File: config.mk
export PLATFORM = sky130hd
export DESIGN_NAME = bus_cycle_generator
export DESIGN_NICKNAME = d
export VERILOG_FILES = /design/src/rtl/bus_cycle_generator.sv
export SDC_FILE = /design/constraint.sdc
export NUM_CORES = 1
export LEC_CHECK = 0
export BUFFER_PORTS_ARGS = -buffer_cell sky130_fd_sc_hd__buf_4
export CAP_MARGIN = 10
export CORE_ASPECT_RATIO = 0.9
export CORE_MARGIN = 4
export CORE_UTILIZATION = 46
export DETAILED_ROUTE_END_ITERATION = 12
export GPL_ROUTABILITY_DRIVEN = 0
export PLACE_DENSITY = 0.9
export SKIP_LAST_GASP = 1
export SLEW_MARGIN = 10
export SYNTH_ARGS = -nofsm -noshare
export SYNTH_HDL_FRONTEND = slang
export SYNTH_SLANG_ARGS = --single-unit
File: constraint.sdc
create_clock -name clock -period 2.46 [get_ports clock]
set_clock_uncertainty 0.2 [all_clocks]
set_input_delay 0.738 -clock clock [delete_from_list [all_inputs] [get_ports clock]]
set_output_delay 0.738 -clock clock [all_outputs]
set_load 0.1 [all_outputs]
File: src/rtl/bus_cycle_generator.sv
`default_nettype none
// ============================================================================
//  Module      : bus_cycle_generator
//  Description : 8086-style bus cycle sequencer (T1/T2/T3/TW/T4 plus HALT).
//                It drives the S2..S0 status code toward an 8288, holds the
//                address and write data, and captures read data.
//                Optional macro BUS_CYCLE_INTA_PAIR_EN: when it is defined,
//                an INTA request runs two back-to-back INTA cycles separated
//                by one passive clock.
//  Revision    : 1.0 - initial release
// ============================================================================
module bus_cycle_generator (
    input  logic        clock,
    input  logic        reset,
    input  logic        request,
    input  logic [2:0]  request_type,
    input  logic [19:0] request_address,
    input  logic [7:0]  request_write_data,
    input  logic        ready,
    input  logic        wake,
    input  logic [7:0]  data_in,
    output logic [2:0]  processor_status,
    output logic [19:0] address,
    output logic [7:0]  data_out,
    output logic        data_out_enable,
    output logic [7:0]  read_data,
    output logic        acknowledge,
    output logic        busy,
    output logic [3:0]  wait_states
);

    typedef enum logic [2:0] {
        c_idle   = 3'd0,
        c_t1     = 3'd1,
        c_t2     = 3'd2,
        c_t3     = 3'd3,
        c_tw     = 3'd4,
        c_t4     = 3'd5,
        c_halted = 3'd6
    } state_t;

    localparam logic [2:0] c_code_inta      = 3'b000;
    localparam logic [2:0] c_code_io_read   = 3'b001;
    localparam logic [2:0] c_code_io_write  = 3'b010;
    localparam logic [2:0] c_code_halt      = 3'b011;
    localparam logic [2:0] c_code_fetch     = 3'b100;
    localparam logic [2:0] c_code_mem_read  = 3'b101;
    localparam logic [2:0] c_code_mem_write = 3'b110;
    localparam logic [2:0] c_code_none      = 3'b111;
    localparam logic [3:0] c_wait_max       = 4'd15;

`ifdef BUS_CYCLE_INTA_PAIR_EN
    localparam bit c_inta_pair = 1'b1;
`else
    localparam bit c_inta_pair = 1'b0;
`endif

    state_t      r_state;
    state_t      w_next_state;
    logic        w_accept;
    logic [2:0]  r_type;
    logic [19:0] r_addr;
    logic [7:0]  r_wdata;
    logic [7:0]  r_read_data;
    logic [3:0]  r_wait;
    logic        r_pair_first;   // first half of an INTA pair is in flight
    logic        r_pair_gap;     // passive clock between the two INTA halves
    logic        w_is_write;
    logic        w_is_read;
    logic        w_capture;
    logic        w_active;

    // Decode the latched cycle class.
    always_comb begin
        w_is_write = (r_type == c_code_io_write) || (r_type == c_code_mem_write);
        w_is_read  = (r_type == c_code_inta)  || (r_type == c_code_io_read) ||
                     (r_type == c_code_fetch) || (r_type == c_code_mem_read);
        w_capture  = ((r_state == c_t3) || (r_state == c_tw)) && ready && w_is_read;
        w_active   = (r_state == c_t1) || (r_state == c_t2) ||
                     (r_state == c_t3) || (r_state == c_tw);
    end

    // Next-state logic and request acceptance.
    always_comb begin
        w_next_state = r_state;
        w_accept     = 1'b0;
        case (r_state)
            c_idle: begin
                if (r_pair_gap) begin
                    w_next_state = c_t1;
                end else if (request) begin
                    w_accept     = 1'b1;
                    w_next_state = (request_type == c_code_none) ? c_t4 : c_t1;
                end
            end
            c_t1:     w_next_state = (r_type == c_code_halt) ? c_halted : c_t2;
            c_t2:     w_next_state = c_t3;
            c_t3,
            c_tw:     w_next_state = ready ? c_t4 : c_tw;
            c_t4: begin
                if (r_pair_first) begin
                    w_next_state = c_idle;
                end else if (request) begin
                    w_accept     = 1'b1;
                    w_next_state = (request_type == c_code_none) ? c_t4 : c_t1;
                end else begin
                    w_next_state = c_idle;
                end
            end
            c_halted: begin
                if (wake) begin
                    w_next_state = c_t4;
                end
            end
            default:  w_next_state = c_idle;
        endcase
    end

    // State, latched request fields, read capture and wait counter.
    always_ff @(posedge clock) begin
        if (reset) begin
            r_state      <= c_idle;
            r_type       <= c_code_none;
            r_addr       <= 20'd0;
            r_wdata      <= 8'd0;
            r_read_data  <= 8'd0;
            r_wait       <= 4'd0;
            r_pair_first <= 1'b0;
            r_pair_gap   <= 1'b0;
        end else begin
            r_state <= w_next_state;
            if (w_accept) begin
                r_type  <= request_type;
                r_addr  <= request_address;
                r_wdata <= request_write_data;
            end
            if (w_capture) begin
                r_read_data <= data_in;
            end
            if (w_next_state == c_t1) begin
                r_wait <= 4'd0;
            end else if ((w_next_state == c_tw) && (r_wait != c_wait_max)) begin
                r_wait <= r_wait + 4'd1;
            end
            if (w_accept) begin
                r_pair_first <= c_inta_pair && (request_type == c_code_inta);
            end else if ((r_state == c_t4) && r_pair_first) begin
                r_pair_first <= 1'b0;
                r_pair_gap   <= 1'b1;
            end
            if ((r_state == c_idle) && r_pair_gap) begin
                r_pair_gap <= 1'b0;
            end
        end
    end

    // Output decode; status is passive outside T1..TW so cycles never abut.
    always_comb begin
        processor_status = w_active ? r_type : c_code_none;
        address          = r_addr;
        data_out         = r_wdata;
        data_out_enable  = w_is_write && ((r_state == c_t2) || (r_state == c_t3) ||
                                          (r_state == c_tw) || (r_state == c_t4));
        read_data        = r_read_data;
        acknowledge      = (r_state == c_t4) && !r_pair_first;
        busy             = (r_state != c_idle);
        wait_states      = r_wait;
    end

endmodule
`default_nettype wire
==> impl_results.md <==
* Ports at 90
* Slew headroom at 61.7%
* Unrepaired setup endpoints after global routing: false
* Clock Latency Late Sink at 0.28 ns
* Core area at 4070 um^2
* XOR/XNOR Fraction of Synth Area at 0.906%
* Achievable clock frequency at 0.427 GHz
* Final worst path period share at 95.1%
* CP startpoint kind: flip-flop
* Main combinational cell family by area after synthesis: simple AND/OR/NAND/NOR gates
* Worst Hold Class: reg2reg
* Mapped cell area at 1930 um^2
* Gate Count Post-Synth at 233
* Area occupied by multi-input gates at 967 um^2
* Classification of the worst setup path: reg2out
* Crit-path slowest cell: dfxtp_2
* CTS Buffer Depth at 2
* Final core occ at 67.8%
* Register area share after synthesis at 47.6%
* Commonest cells after routing, fill and taps aside: 92 x buf_4, 65 x nand2_1, 43 x dfxtp_1, 33 x a21oi_1, 13 x nor2_1
* Simple-gate share of the synthesized area at 25.5%
* Initial drt markers at 97
* Commonest non-fill, non-tap cell in the layout: buf_4
* Hold Slack at 0.255 ns
* Post-synthesis async set-or-reset flop share at 0%
* Global-route wire length before repair at 7.82 mm
* I/O Buffers at 89
* GRT Residual Overflow at 0
* Yosys Warn Count at 0
* Total number of vias at 1,848
* Setup TNS at 0 ns
* Clk sink count at 46
* EDFF count, synth at 0
* Initial Utilization at 47.5%
* Die area at 5300 um^2
* Post-DP HPWL at 3.49 mm
* Leakage at 1.27 nW
* Required time of the critical path at 1.52 ns
* Avg Cell Area, Syn at 8.30 um^2
* Post-Synth Adder-Cell Area at 0.647%
* Flop2flop setup slack at 0.32 ns
* Final instance area at 2760 um^2
* Vias/cell at 5.06
* Leading register cell type out of synthesis: dfxtp_1
* Register area at 925 um^2
* CP cell instances: inv_1 > nor3_4 > buf_4
* Pre-CTS setup slack at 0.0829 ns
* Crit path largest cell delay at 0.47 ns
* Final hold violations at 0
* Outcome: finished clean
* Peak VDD IR at 0.000554 V
* # Max-Cap Violations at 0
* TritonCTS clock tree: done
* Yosys reg bits at 46
* Htree depth at 2
* Global Route Usage Sum at 17.8%
* Total CTS buffers at 5
* Area grow syn2layout at 42.8%
* Final min period at 2.34 ns
* Routed len/inst at 13.2 um
* Die width at 76.3 um
* Multiplexer share of the synthesized area at 5.31%
* Worst path buffer plus inverter count at 2
* Nets at 361
* Post-Place Cells at 357
* Final Total Pwr at 2.40 mW
* Slew at the pin closest to its max-slew limit at 0.573 ns
* DRC at 0
* Hold_buf cts at 0
* Drt first pass iters at 4
* Family with the most delay on the worst path: buffers and inverters
* Worst-path clk slew at 0.08 ns
* Setup bufs post-CTS at 0
* Filler cells at 352
* Initial antenna violation count at 0
* CTS root buf: clkbuf_8
* Final setup margin at 0.120 ns
* Synth cell types at 41
* Diode count at 0
* Total routed wirelength at 4.82 mm
* Final cell count without fillers at 365
* Max FO, Critical Path at 10
* Final setup vio count at 0
* Vias in the first global route at 1,624
* Count of pins over their slew limit at 0
* Syn Nets at 278
* Largest net degree at the start of global routing at 44
* FP Rows at 22
* Synth Area in Compound Gates at 16.0%
* Crit path DAT at 1.40 ns
* CP Capture Type: output port
* Post-DRT Antenna Nets at 0
* Die H at 69.5 um
* Dpl cell area at 2640 um^2
* Layout cells sized above 1 at 35.0%
* Power per standard cell area at 870 nW/um^2
[worst register-to-register path: cells and delay by family, from the launching register on]
family                 cells  cell delay (ns)
and+or+nand+nor            3             0.98
DFF                        1             0.37
AOI/OAI and AO/OA          2             0.36
buffers and inverters      1             0.17
[cell families after synthesis]
logic type,after synthesis
mux,10
simple gates,106
buf+inv,19
fa+ha+maj,1
compound gates,49
xor+xnor,2
flops,46
[cell type report]
type / instances / share of cell area (%)
clock buffers: 7 / 2.77
flip-flops and latches: 46 / 33.5
inverters: 3 / 0.408
well taps: 48 / 2.18
clock inverters: 1 / 1.09
repair buffers: 92 / 25.0
multi-input cells: 168 / 35.0
[timing repair]
| item | 4_1_cts | 5_1_grt |
|---|---|---|
| setup endpoints to repair | 4 | 3 |
| hold endpoints to repair | 0 | 0 |
| resized for setup | 2 | 3 |
[sequential cells by signal, summed over array words and instances, names as in the netlist]
| register | count |
|---|---|
| address | 20 |
| data_out | 8 |
| r_state | 3 |
| r_type | 3 |
| read_data | 8 |
| wait_states | 4 |
[power by group]
group	switching, mW	total [mW]	internal (mW)	leakage [nW]
clock network	0.233	0.537	0.304	0.0524
registers	0.0589	0.875	0.816	0.377
logic	0.732	0.989	0.257	0.842
[metal layers]
metal / vias up / GRT usage, % / wire length [um]
li1: 945 / - / -
met1: 835 / 21.7 / 1940
met2: 63 / 30.4 / 2510
met3: 5 / 5.84 / 325
met4: 0 / 4.23 / 38
met5: - / 0 / 0
[synth_stat cells (2+ instances only)]
cell	n	area share, %
nor3_1	2	0.52
nor2_1	14	2.7
nand2_1	65	13
nand2b_1	4	1.3
inv_1	3	0.58
buf_2	2	0.52
nand3b_1	4	1.6
clkbuf_1	12	2.3
dfxtp_1	46	48
o21ai_0	3	0.78
a21oi_1	33	8.5
a221oi_1	2	0.91
xnor2_1	2	0.91
mux2i_1	8	4.1
or3_1	2	0.65
o31ai_1	2	0.78
nand3_1	3	0.78
nor2b_1	3	0.97
[worst paths after layout]
kind,startpoint,endpoint,cells past startpoint
worst max-delay path,r_state[2],acknowledge,3
worst min-delay path,address[6],address[6],2
worst max register to register,r_state[1],wait_states[0],6
worst min register to register,address[6],address[6],2
(Power assumes the default switching activity.)
